===== config.mk =====
export PLATFORM = sky130hd
export DESIGN_NAME = alarm_bank_ctrl
export DESIGN_NICKNAME = d
export VERILOG_FILES = /design/src/rtl/alarm_bank_pkg.sv /design/src/rtl/alarm_channel.sv /design/src/rtl/alarm_bank_ctrl.sv
export SDC_FILE = /design/constraint.sdc
export NUM_CORES = 1
export LEC_CHECK = 0
export ABC_AREA = 1
export CAP_MARGIN = 20
export CORE_MARGIN = 2
export CORE_UTILIZATION = 40
export DETAILED_ROUTE_END_ITERATION = 12
export HOLD_SLACK_MARGIN = 0.03
export PLACE_DENSITY_LB_ADDON = 0.1
export SYNTH_ARGS = -nofsm -noshare
export SYNTH_HDL_FRONTEND = slang
export SYNTH_SLANG_ARGS = --single-unit

===== constraint.sdc =====
create_clock -name clk_i -period 2.6 [get_ports clk_i]
set_input_delay 0.78 -clock clk_i [delete_from_list [all_inputs] [get_ports clk_i]]
set_output_delay 0.78 -clock clk_i [all_outputs]
set_load 0.01 [all_outputs]

===== src/rtl/alarm_bank_pkg.sv =====
// Shared types and constants for the alarm bank.
// Holds channel mode/state enums, day length and mode decoding.
package alarm_bank_pkg;

    localparam logic [31:0] SEC_PER_DAY = 32'd86400;

    typedef enum logic [1:0] {
        MODE_OFF   = 2'd0,
        MODE_ONCE  = 2'd1,
        MODE_DAILY = 2'd2
    } alarm_mode_t;

    typedef enum logic [1:0] {
        ST_IDLE    = 2'd0,
        ST_ARMED   = 2'd1,
        ST_RINGING = 2'd2,
        ST_SNOOZED = 2'd3
    } alarm_state_t;

    // Raw mode 3 is not a legal mode and maps to OFF.
    function automatic alarm_mode_t decode_mode(input logic [1:0] raw);
        case (raw)
            2'd1:    return MODE_ONCE;
            2'd2:    return MODE_DAILY;
            default: return MODE_OFF;
        endcase
    endfunction

endpackage


===== src/rtl/alarm_channel.sv =====
// One alarm channel: IDLE/ARMED/RINGING/SNOOZED FSM with stored time.
// Ports: clk, rst (sync, high), cur_time, tick, set_stb/set_time/set_mode,
//   off_stb, snooze_stb (already steered to this channel),
//   ring_next (next-cycle ringing, for the bank encoder), ring, alarm_time.
// Macro ALARM_BANK_SNOOZE_LIMIT_EN enables the per-trigger snooze limit.
module alarm_channel
    import alarm_bank_pkg::*;
#(
    parameter int RING_TIME_SEC   = 10,
    parameter int SNOOZE_TIME_SEC = 300,
    parameter int MAX_SNOOZE      = 3
) (
    input  logic        clk,
    input  logic        rst,
    input  logic [31:0] cur_time,
    input  logic        tick,
    input  logic        set_stb,
    input  logic [31:0] set_time,
    input  logic [1:0]  set_mode,
    input  logic        off_stb,
    input  logic        snooze_stb,
    output logic        ring_next,
    output logic        ring,
    output logic [31:0] alarm_time
);

    localparam int CNT_MAX = (RING_TIME_SEC > SNOOZE_TIME_SEC) ?
                             RING_TIME_SEC : SNOOZE_TIME_SEC;
    localparam int CNT_W   = $clog2(CNT_MAX + 1);
    localparam logic [CNT_W-1:0] RING_LAST   = CNT_W'(RING_TIME_SEC - 1);
    localparam logic [CNT_W-1:0] SNOOZE_LAST = CNT_W'(SNOOZE_TIME_SEC - 1);

    alarm_state_t     state_q, state_d;
    alarm_mode_t      mode_q, mode_d;
    logic [31:0]      time_q, time_d;
    logic [CNT_W-1:0] sec_q, sec_d;
    logic             snooze_off;
    logic             finish;

`ifdef ALARM_BANK_SNOOZE_LIMIT_EN
    localparam int SNZ_W = (MAX_SNOOZE > 0) ? $clog2(MAX_SNOOZE + 1) : 1;

    logic [SNZ_W-1:0] snz_q, snz_d;

    // Once the limit is used up, a snooze request ends the ring instead.
    assign snooze_off = snooze_stb && (snz_q == SNZ_W'(MAX_SNOOZE));
`else
    logic unused_max_snooze;

    assign unused_max_snooze = (MAX_SNOOZE != 0);
    assign snooze_off        = 1'b0;
`endif

    // State register
    always_ff @(posedge clk) begin
        if (rst) begin
            state_q <= ST_IDLE;
            mode_q  <= MODE_OFF;
            time_q  <= '0;
            sec_q   <= '0;
            ring    <= 1'b0;
`ifdef ALARM_BANK_SNOOZE_LIMIT_EN
            snz_q   <= '0;
`endif
        end else begin
            state_q <= state_d;
            mode_q  <= mode_d;
            time_q  <= time_d;
            sec_q   <= sec_d;
            ring    <= ring_next;
`ifdef ALARM_BANK_SNOOZE_LIMIT_EN
            snz_q   <= snz_d;
`endif
        end
    end

    // Next-state logic; priority is set > off > snooze > tick/match.
    always_comb begin
        state_d = state_q;
        mode_d  = mode_q;
        time_d  = time_q;
        sec_d   = sec_q;
        finish  = 1'b0;
`ifdef ALARM_BANK_SNOOZE_LIMIT_EN
        snz_d   = snz_q;
`endif
        if (set_stb) begin
            mode_d = decode_mode(set_mode);
            sec_d  = '0;
`ifdef ALARM_BANK_SNOOZE_LIMIT_EN
            snz_d  = '0;
`endif
            if (mode_d == MODE_OFF) begin
                state_d = ST_IDLE;
            end else begin
                time_d  = set_time;
                state_d = ST_ARMED;
            end
        end else begin
            unique case (state_q)
                ST_IDLE: begin
                end
                ST_ARMED: begin
                    if (tick && (cur_time == time_q))
                        state_d = ST_RINGING;
                end
                ST_RINGING: begin
                    if (off_stb || snooze_off) begin
                        finish = 1'b1;
                    end else if (snooze_stb) begin
                        state_d = ST_SNOOZED;
                        sec_d   = '0;
`ifdef ALARM_BANK_SNOOZE_LIMIT_EN
                        snz_d   = snz_q + 1'b1;
`endif
                    end else if (tick) begin
                        if (sec_q == RING_LAST)
                            finish = 1'b1;
                        else
                            sec_d = sec_q + 1'b1;
                    end
                end
                ST_SNOOZED: begin
                    if (tick) begin
                        if (sec_q == SNOOZE_LAST) begin
                            state_d = ST_RINGING;
                            sec_d   = '0;
                        end else begin
                            sec_d = sec_q + 1'b1;
                        end
                    end
                end
                default: state_d = ST_IDLE;
            endcase

            if (finish) begin
                sec_d = '0;
`ifdef ALARM_BANK_SNOOZE_LIMIT_EN
                snz_d = '0;
`endif
                if (mode_q == MODE_DAILY) begin
                    time_d  = time_q + SEC_PER_DAY;
                    state_d = ST_ARMED;
                end else begin
                    state_d = ST_IDLE;
                end
            end
        end
    end

    // Output logic; ring is registered from ring_next above.
    always_comb begin
        ring_next  = (state_d == ST_RINGING);
        alarm_time = time_q;
    end

endmodule


===== src/rtl/alarm_bank_ctrl.sv =====
// Bank of alarm channels with strobe steering and active-channel encoder.
// Ports: clk_i, rst_i (sync, high), cur_posix_time_i, last_tick_i,
//   set_idx_i/set_time_i/set_mode_i/set_stb_i, alarm_off_stb_i,
//   alarm_snooze_stb_i, alarm_o, active_vld_o, active_idx_o, alarm_time_o.
// Macro ALARM_BANK_SNOOZE_LIMIT_EN enables the per-trigger snooze limit.
module alarm_bank_ctrl
    import alarm_bank_pkg::*;
#(
    parameter int ALARMS_CNT      = 7,
    parameter int RING_TIME_SEC   = 10,
    parameter int SNOOZE_TIME_SEC = 300,
    parameter int MAX_SNOOZE      = 3,
    localparam int IDX_W = (ALARMS_CNT > 1) ? $clog2(ALARMS_CNT) : 1
) (
    input  logic                        clk_i,
    input  logic                        rst_i,
    input  logic [31:0]                 cur_posix_time_i,
    input  logic                        last_tick_i,
    input  logic [IDX_W-1:0]            set_idx_i,
    input  logic [31:0]                 set_time_i,
    input  logic [1:0]                  set_mode_i,
    input  logic                        set_stb_i,
    input  logic                        alarm_off_stb_i,
    input  logic                        alarm_snooze_stb_i,
    output logic [ALARMS_CNT-1:0]       alarm_o,
    output logic                        active_vld_o,
    output logic [IDX_W-1:0]            active_idx_o,
    output logic [ALARMS_CNT-1:0][31:0] alarm_time_o
);

    logic [ALARMS_CNT-1:0] set_vec;
    logic [ALARMS_CNT-1:0] off_vec;
    logic [ALARMS_CNT-1:0] snz_vec;
    logic [ALARMS_CNT-1:0] ring_next;
    logic                  enc_vld;
    logic [IDX_W-1:0]      enc_idx;

    // Off/snooze reach only the channel currently reported as active.
    always_comb begin
        for (int i = 0; i < ALARMS_CNT; i++) begin
            set_vec[i] = set_stb_i && (set_idx_i == IDX_W'(i));
            off_vec[i] = alarm_off_stb_i && active_vld_o &&
                         (active_idx_o == IDX_W'(i));
            snz_vec[i] = alarm_snooze_stb_i && active_vld_o &&
                         (active_idx_o == IDX_W'(i));
        end
    end

    for (genvar g = 0; g < ALARMS_CNT; g++) begin : g_ch
        alarm_channel #(
            .RING_TIME_SEC   (RING_TIME_SEC),
            .SNOOZE_TIME_SEC (SNOOZE_TIME_SEC),
            .MAX_SNOOZE      (MAX_SNOOZE)
        ) u_ch (
            .clk        (clk_i),
            .rst        (rst_i),
            .cur_time   (cur_posix_time_i),
            .tick       (last_tick_i),
            .set_stb    (set_vec[g]),
            .set_time   (set_time_i),
            .set_mode   (set_mode_i),
            .off_stb    (off_vec[g]),
            .snooze_stb (snz_vec[g]),
            .ring_next  (ring_next[g]),
            .ring       (alarm_o[g]),
            .alarm_time (alarm_time_o[g])
        );
    end

    // Encode the next-cycle ring vector so the registered active index
    // lines up with alarm_o in the same cycle.
    always_comb begin
        enc_vld = |ring_next;
        enc_idx = '0;
        for (int i = ALARMS_CNT - 1; i >= 0; i--) begin
            if (ring_next[i])
                enc_idx = IDX_W'(i);
        end
    end

    always_ff @(posedge clk_i) begin
        if (rst_i) begin
            active_vld_o <= 1'b0;
            active_idx_o <= '0;
        end else begin
            active_vld_o <= enc_vld;
            active_idx_o <= enc_idx;
        end
    end

endmodule


* Word level (Yosys, flattened, before mapping)
Index checks and enable logic that the tools add are counted.
** Storage, ports and cells
- Bits in registers :: 326
- Input port bits :: 75
- Output and inout bits :: 235
- Logic and storage cells :: 446
** Operators by class
- Add/subtract/negate cells :: 14
- Eq/ne operators :: 105
- Muxes and demuxes :: 203
- Reductions and logical operators :: 85
** Operators by type and width (count)
- 32-bit 2-to-1 mux :: 28
- 9-bit 2-to-1 mux :: 42
- 32-bit by 17-bit adder with 32-bit output (second input constant) :: 7
- 32-bit == test :: 7
- 9-bit case mux with 2 select lines :: 7
- 2-bit 2-to-1 mux :: 58
- 9-bit by 1-bit adder with 9-bit output (second input constant) :: 7
- 9-bit by 4-bit == test with 1-bit output (second input constant) :: 7
- 9-bit == test (second input constant) :: 7
- 2-bit == test (second input constant) :: 29
- 1-bit 2-to-1 mux :: 57
- 2-bit != test (second input constant) :: 21
- 3-bit by 2-bit != test with 1-bit output (second input constant) :: 14
- 2-bit case mux with 3 select lines :: 7
- 2-bit nonzero test :: 21
- 5-bit AND reduction :: 7
- 1-bit logical AND :: 30
- 3-bit OR reduction :: 8
- 3-bit AND reduction :: 7
- 3-bit == test (second input constant) :: 6
- 2-bit by 1-bit == test with 1-bit output (second input constant) :: 8
- 2-bit zero test :: 7
- 3-bit by 2-bit == test with 1-bit output (second input constant) :: 4
- 3-bit 2-to-1 mux :: 3
- other kinds (6) :: 8

* Longest topological paths before layout
Gate-level depths: netlist (run 1).
- Depth after elaboration :: 16
- Mapped depth :: 18
- Gate-level depth less buffers :: 17

* By module
From an unflattened synthesis (run 1), not the netlist that was laid out.
** Second synthesis, totals
- Cell total of the unflattened synthesis :: 4179
- Area total of the unflattened synthesis :: 24810.0 sq um
** By module, submodules not included
- alarm_channel at g_ch[0].u_ch ... :: instances 5, cells an instance 586, area an instance 3497.1 sq um, seq. area each 920.9 sq um
- alarm_channel at g_ch[5].u_ch ... :: instances 2, cells an instance 591, area an instance 3488.3 sq um, seq. area each 920.9 sq um
- alarm_bank_ctrl :: instances 1, cells an instance 67, area an instance 347.8 sq um, seq. area each 80.1 sq um

* Worst setup path before layout (run 1)
OpenSTA, ideal clock, no wires.
- Path kind :: input to register
- Start point :: input port set_mode_i[0]
- End point :: register active_idx_o[2]
- Setup time :: 0.116 ns
- Arrival time :: 2.044 ns
- Required time :: 2.484 ns
- Setup slack :: 0.440 ns
- Stages on the path :: 12
- Path buffers :: 0
- Path through :: inv_1 -> ha_1 -> clkinv_1 -> nor2_1 -> inv_1 -> and3_1 -> nand2_1 -> nand3_1 -> nand2_1 -> nor2_1 -> nand2_1 -> nor2_1
** Between the ends
- Cells in the longest elaborated chain, start to end :: 10
- Elaborated cells between the ends (all ways) :: 42
- Those cells by class :: eq/ne: 9; mux: 25; reduce/logical: 8
** RTL lines
- start, declared :: line alarm_bank_ctrl.sv:21 : input logic [1:0] set_mode_i,
- 2-bit == test or 2-bit by 1-bit == test with 1-bit output (tied branches) :: line alarm_bank_pkg.sv:22 : case (raw)
- 2-bit case mux with 2 select lines * :: line alarm_bank_pkg.sv:22
- 2-bit 2-to-1 mux :: line alarm_channel.sv:87 : if (set_stb) begin
- 2-bit zero test :: line alarm_channel.sv:93 : if (mode_d == MODE_OFF) begin
- 1-bit 2-to-1 mux :: line alarm_channel.sv:93
- 2-bit 2-to-1 mux :: line alarm_channel.sv:87
- 2-bit == test :: line alarm_channel.sv:153 : ring_next = (state_d == ST_RINGING);
- 3-bit 2-to-1 mux (3 in a row) :: line alarm_bank_ctrl.sv:76 : if (ring_next[i])
- end signal, assigned :: line alarm_bank_ctrl.sv:87 : active_idx_o <= enc_idx;
- end, declared :: line alarm_bank_ctrl.sv:27 : output logic [IDX_W-1:0] active_idx_o,
Mark *: on every way between the ends. The rest lies on a longest branch, timed or not. The select of a mux whose other input is x is not followed.
A chain may end at the register's enable or synchronous reset.

* Worst setup path in the final report (run 1)
- Start point :: register g_ch[0].u_ch.time_q[20]
- End point :: output port alarm_time_o[20] in the netlist's numbering
** RTL lines
- start, declared :: line alarm_channel.sv:35 : logic [31:0] time_q, time_d;
- start signal, assigned :: line alarm_channel.sv:68 : time_q <= time_d;
- end, declared :: line alarm_bank_ctrl.sv:28 : output logic [ALARMS_CNT-1:0][31:0] alarm_time_o
No word-level cell between the ends.

==> results of run 1 <==
sequential cells by signal, summed over array words and instances, names as in the netlist:
name and cells:
g_ch.u_ch.alarm_time 224, g_ch.u_ch.ring 7, g_ch.u_ch.sec_q 63, g_ch.u_ch.mode_q 14, active_vld_o 1, g_ch.u_ch.state_q 14
active_idx_o 3
cells in the mapped netlist (12+ instances only):
| master | instances | share of area |
|---|---|---|
| o21ai_1 | 53 | 0.012 |
| o22ai_1 | 22 | 0.0062 |
| a21oi_1 | 339 | 0.077 |
| nand2_2 | 12 | 0.0034 |
| ha_1 | 23 | 0.013 |
| xor2_1 | 92 | 0.036 |
| o21ai_0 | 284 | 0.064 |
| buf_2 | 51 | 0.012 |
| o211ai_1 | 30 | 0.010 |
| buf_4 | 13 | 0.0044 |
| a211oi_1 | 42 | 0.014 |
| inv_1 | 409 | 0.069 |
| nor3_1 | 92 | 0.021 |
| dfxtp_1 | 326 | 0.29 |
| nor4_1 | 16 | 0.0045 |
| a31oi_1 | 42 | 0.012 |
| nand3_1 | 186 | 0.042 |
| xnor2_1 | 36 | 0.014 |
| nand4_1 | 73 | 0.021 |
| nor2_1 | 333 | 0.056 |
| nor2_2 | 12 | 0.0034 |
| nand2_1 | 879 | 0.15 |
| clkbuf_1 | 81 | 0.014 |
| inv_2 | 32 | 0.0054 |
routing by layer:
metal / routed length, µm / up-vias / track usage
li1: - / 13000 / -
met1: 43600 / 12400 / 0.483
met2: 45300 / 1313 / 0.553
met3: 10200 / 260 / 0.0555
met4: 5770 / 0 / 0.176
met5: 0 / - / 0
power by group:
| part | leakage, nW | switching, mW | total, mW | internal, mW |
|---|---|---|---|---|
| Combinational | 8.71 | 1.02 | 1.67 | 0.652 |
| Clock | 0.738 | 2.47 | 6.49 | 4.01 |
| Sequential | 2.63 | 0.0734 | 5.12 | 5.05 |
| Total | 12.1 | 3.57 | 13.3 | 9.71 |
worst max-delay path by stage:
stage / depth (start not counted) / start / slack (ns) / endpoint
CTS: 1 / active_idx_o[1]$_SDFF_PP0_ / 0.02 / active_idx_o[1]
global route: 14 / last_tick_i / -0.04 / active_vld_o$_SDFF_PP0_
finish: 1 / g_ch[0].u_ch.alarm_time[20]$_SDFFE_PP0P_ / 0.03 / alarm_time_o[20]
floorplan: 12 / set_mode_i[0] / 0.44 / active_idx_o[2]$_SDFF_PP0_
detailed placement: 14 / cur_posix_time_i[24] / -0.54 / active_idx_o[0]$_SDFF_PP0_
global placement: 15 / cur_posix_time_i[24] / -0.55 / active_idx_o[1]$_SDFF_PP0_
through the flow:
stage	hold slack, ns	total power, mW	worst slack [ns]
after floorplan	0.424	5.83	0.440
after global placement	0.438	6.83	-0.555
after detailed placement	0.443	6.83	-0.540
after CTS	0.452	13.3	0.0159
after global routing	0.474	13.6	-0.0397
final	0.451	13.3	0.0322
repair_timing:
action,in CTS,in global routing
cloned,0,0
gates resized for setup,2,22
pin swaps,0,4
endpoints found under the setup margin,2,56
setup buffers,0,2
logic make-up after synthesis:
kind of cell,Yosys count
and+or+nand+nor,1656
xor gates and xnor gates,128
DFF,326
buffers and inverters,605
adders and majority gates,23
AOI/OAI and AO/OA,852
layout make-up:
cell class	count	area share
Multi-Input combinational cell	2659	0.438
Tap cell	748	0.0310
Clock buffer	64	0.0426
Sequential cell	326	0.216
Inverter	444	0.0554
Clock inverter	13	0.00750
Timing Repair Buffer	680	0.209
==> flow_metrics.py, run 1 <==
metrics = {
    "drt": {
        "drt_iter0_markers": 3019,
        "vias_per_cell": 5.47,
        "drcViolationCount": 0,
        "wl_per_cell_um": 21.3,
        "drtPass1Iterations": 6,
        "ant_nets": 0,
        "wirelength_um": 105000,
        "num_vias": 27000,
    },
    "setup_path": {
        "path_max_fanout": 7,
        "r2r_slack_ns": 0.25,
        "cp.arrival_ns": 1.79,
        "path_class": "reg2out",
        "endpoint_kind": "output pin",
        "r2r_cells": 13,
        "rr_startpoint": "g_ch[1].u_ch.alarm_time[7]$_SDFFE_PP0P_",
        "crit_path_start_kind": "flip-flop",
        "required_ns": 1.82,
        "worst_path_max_delay_cell": "clkdlybuf4s50_1",
        "critPathMaxStageDelay_ns": 0.62,
        "cpLargestDelayFamily": "buffers and inverters",
        "r2r_end": "g_ch[1].u_ch.alarm_time[31]$_SDFFE_PP0P_",
        "crit_buf_inv": 1,
        "path_cells": "clkdlybuf4s50_1",
    },
    "cells_and_area": {
        "fin_util": 0.549,
        "final_cell_mix": "nand2_1, inv_1, a21oi_1, buf_4, nor2_1",
        "diodes": 0,
        "final-seq-area_mm2": 0.00653,
        "fin_area_mm2": 0.0302,
        "drive_gt1_frac": 0.132,
        "syn_to_final_growth_pct": 36.3,
        "fill_cells": 5549,
        "multi_input_area_mm2": 0.0132,
        "mostFrequentLayoutCell": "nand2_1",
        "finalNonFillerCells": 4934,
        "layout.nets": 4252,
    },
    "global_route": {
        "grt_antenna_before_repair": 2,
        "grt-ovfl-total": 0,
        "grtUsageTotal": 0.357,
        "grt_max_degree": 63,
        "grt_pass1_vias": 24300,
        "grt_pass1_wl_um": 154000,
    },
    "logic_synthesis": {
        "synth_flop_cell": "dfxtp_1",
        "synth_compound_area_frac": 0.212,
        "synth-simple-area-share": 0.320,
        "synth.cell_area_mm2": 0.0222,
        "syn_avg_cell_area_um2": 6.17,
        "yosys_warnings": 0,
        "synth-adder-area-share": 0.0130,
        "synthCells": 3590,
        "synth_xor_area_frac": 0.0506,
        "synth.distinct_cells": 55,
        "synth_edf_count": 0,
        "synthMuxAreaShare": 0,
        "ys_seq_area_frac": 0.294,
        "synth_top_family_by_area": "simple AND/OR/NAND/NOR gates",
        "postSynth.asyncResetShare": 0,
        "synth.net_count": 3688,
        "ys_ff_latch": 326,
    },
    "cts": {
        "clock_tree.buffer_depth": 3,
        "ctsHoldBuffers": 0,
        "htree_num_levels": 2,
        "cts_buffers": 43,
        "worstSkewPairLatency_ns": 0.58,
        "root_buffer": "clkbuf_16",
        "clock_sinks": 326,
        "cts_tree": "done",
        "clk_pin_slew_ns": 0.06,
    },
    "floorplan": {
        "rows": 86,
        "core_region_area_mm2": 0.0550,
        "io_pins": 310,
        "fp.dieH_um": 239,
        "dieWidth_um": 239,
        "die_area_mm2": 0.0573,
        "initial_core_util": 0.403,
    },
    "sta": {
        "rsz0062_at_grt": "yes",
        "fmax_ghz": 0.389,
        "finClkSkew_ns": 0.0216,
        "fin_crit_ns": 2.57,
        "hold_viol": 0,
        "period_share": 0.988,
        "drv_slew": 0,
        "slew_headroom": 0.524,
        "setup_viol_count_final": 0,
        "tightest_slew_ns": 0.713,
        "finalSetupTns_ns": 0,
    },
    "power_and_ir_drop": {
        "p_leak_nw": 12.1,
        "power_density_mw_per_mm2": 440,
        "ir_drop_mv": 0.423,
    },
    "min_path": {
        "hp-class": "reg2reg",
        "hold_end": "g_ch[2].u_ch.mode_q[1]$_SDFFE_PP0P_",
        "worstHoldPathCells": 2,
        "min-delay-start": "g_ch[2].u_ch.mode_q[1]$_SDFFE_PP0P_",
    },
    "placement": {
        "placed_area_mm2": 0.0286,
        "placedCellCount": 4855,
        "gp_congestion": 1.01,
        "io_buffers": 309,
        "place_hpwl_um": 80900,
    },
    "run": {
        "maxCapViolCount": 0,
    },
    "status": {
        "status": "completed",
    },
}
No activity file was read; power rests on OpenSTA's default activity.
==> run 2: changes to the inputs <==
- CORE_UTILIZATION: 40 -> 50
==> run 2 against run 1 <==
Against the previous run: non-clock buffer count shrank 60; clock skew up 0.0082 ns; die area decreased by 20%; utilization up 12 points; routed wire length grew 0.96%; the flow now finishes with violations (setup timing).
==> flow_metrics.py, run 2 (synthesis results as in run 1) <==
metrics = {
    "status": {
        "status": "finished, violations left",
        "failed_checks": "setup timing",
    },
    "cells_and_area": {
        "syn_to_final_growth_pct": 32.4,
        "fin_util": 0.667,
        "layout.nets": 4189,
        "drive_gt1_frac": 0.124,
        "final_cell_mix": "nand2_1, inv_1, a21oi_1, nor2_1, dfxtp_1",
        "fill_cells": 3982,
        "multi_input_area_mm2": 0.0133,
        "final-seq-area_mm2": 0.00653,
        "largest_register_ffs": 224,
        "mostFrequentLayoutCell": "nand2_1",
    },
    "floorplan": {
        "io_pins": 310,
        "core_region_area_mm2": 0.0440,
        "initial_core_util": 0.503,
        "die_area_mm2": 0.0460,
        "dieWidth_um": 215,
        "fp.dieH_um": 215,
        "rows": 77,
    },
    "min_path": {
        "hp-class": "reg2reg",
        "worstHoldPathCells": 2,
    },
    "power_and_ir_drop": {
        "power_switching_mw": 3.57,
        "netSwitchingFraction": 0.287,
        "clock_power_share": 0.457,
        "p_total_mw": 12.4,
        "seqPwrFrac": 0.412,
        "p_leak_nw": 11.7,
        "p_int_mw": 8.86,
        "p_comb_frac": 0.130,
        "ir_drop_mv": 0.431,
        "power_density_mw_per_mm2": 423,
    },
    "drt": {
        "drcViolationCount": 0,
        "wirelength_um": 106000,
        "drt_iter0_markers": 3950,
        "drtPass1Iterations": 8,
        "vias_per_cell": 6.00,
        "ant_nets": 0,
        "wl_per_cell_um": 22.5,
        "num_vias": 28300,
    },
    "sta": {
        "tightest_slew_ns": 0.871,
        "fmax_ghz": 0.384,
        "fin_crit_ns": 2.60,
        "slew_headroom": 0.417,
        "setup_viol_count_final": 2,
        "hold_viol": 0,
        "drv_slew": 0,
        "period_share": 1.00,
        "setup_ws_ns": -0.00203,
        "rsz0062_at_grt": "yes",
        "finClkSkew_ns": 0.0299,
    },
    "cts": {
        "ctsHoldBuffers": 0,
        "clock_sinks": 326,
        "cts_tree": "done",
        "htree_num_levels": 2,
        "clock_tree.buffer_depth": 3,
        "worstSkewPairLatency_ns": 0.59,
        "cts_buffers": 40,
        "root_buffer": "clkbuf_16",
        "clk_pin_slew_ns": 0.06,
    },
    "global_route": {
        "grt_max_degree": 62,
        "grtUsageTotal": 0.443,
        "grt-ovfl-total": 0,
        "busiest_layer": "met2",
        "grt_util_met2": 0.671,
        "grt_pass1_vias": 25900,
        "grt_use_met3": 0.109,
        "grt_antenna_before_repair": 4,
        "use_met1": 0.551,
        "grt_pass1_wl_um": 156000,
    },
    "placement": {
        "gp_congestion": 1.08,
        "io_buffers": 309,
        "place_hpwl_um": 79000,
    },
    "setup_path": {
        "required_ns": 3.08,
        "cp.arrival_ns": 3.08,
        "endpoint_kind": "flip-flop",
        "crit_path_start_kind": "input port",
        "r2r_cells": 13,
        "path_max_fanout": 4,
        "path_class": "in2reg",
    },
    "run": {
        "maxCapViolCount": 0,
    },
}
==> run 2: critical path, stage by stage <==
cell             delay (ns)
clkdlybuf4s50_1        0.53
inv_1                  0.24
buf_4                  0.22
nand2_1                0.05
nand3_1                0.08
nor2_1                 0.14
nand2_1                0.07
nor2_1                 0.14
nand3_2                0.14
nand2_2                0.11
nand4_1                0.23
nand2_2                0.19
nor2_2                 0.06
nand2_1                0.06
nor2_1                 0.05
==> run 2: worst paths after layout <==
path	start	end	slack, ns
worst max-delay path	cur_posix_time_i[14]	active_idx_o[2]$_SDFF_PP0_	-0.002
worst min-delay path	g_ch[4].u_ch.mode_q[1]$_SDFFE_PP0P_	g_ch[4].u_ch.mode_q[1]$_SDFFE_PP0P_	0.47
worst max register to register	g_ch[1].u_ch.alarm_time[7]$_SDFFE_PP0P_	g_ch[1].u_ch.alarm_time[31]$_SDFFE_PP0P_	0.14
worst min register to register	g_ch[4].u_ch.mode_q[1]$_SDFFE_PP0P_	g_ch[4].u_ch.mode_q[1]$_SDFFE_PP0P_	0.47
==> run 2: per-layer routing <==
metal	vias up	wire length, µm
met5	-	0
met4	0	8510
met3	442	13200
met2	1920	44700
met1	13100	39500
li1	12900	-
==> run 2: power groups by stage <==
| stage | registers, mW | clock network (mW) | logic [mW] |
|---|---|---|---|
| global route | 5.12 | 5.86 | 1.67 |
| floorplan | 5.21 | 0 | 0.614 |
| global placement | 5.23 | 0 | 1.51 |
| detailed placement | 5.23 | 0 | 1.53 |
| finish | 5.12 | 5.68 | 1.62 |
| CTS | 5.12 | 5.68 | 1.54 |
==> run 2: final cells by class <==
cell class                      instances  share of cell area
Tap cell                              592              0.0252
Timing Repair Buffer                  620               0.199
Clock inverter                         19             0.00622
Multi-Input combinational cell       2659               0.452
Sequential cell                       326               0.223
Antenna cell                            2            0.000171
Inverter                              444              0.0577
Clock buffer                           50              0.0374
==> run 2: repair_timing <==
item / 4_1_cts / 5_1_grt
resized for setup: 3 / 48
pin swaps: 0 / 8
endpoints found under the setup margin: 3 / 33
setup buffers: 3 / 3
==> run 2: metrics by stage <==
step | std cells | setup TNS, ns | worst slack (ns) | cell area [µm²] | hold slack (ns)
after global placement | 4635 | -60.06 | -0.573 | 27900 | 0.436
after CTS | 4707 | 0 | 0.00565 | 29200 | 0.460
after floorplan | 3590 | 0 | 0.440 | 22200 | 0.424
after global routing | 4710 | -0.0855 | -0.0430 | 29300 | 0.492
final | 4712 | -0.00317 | -0.00203 | 29300 | 0.467
after detailed placement | 4635 | -72.71 | -0.664 | 27900 | 0.452
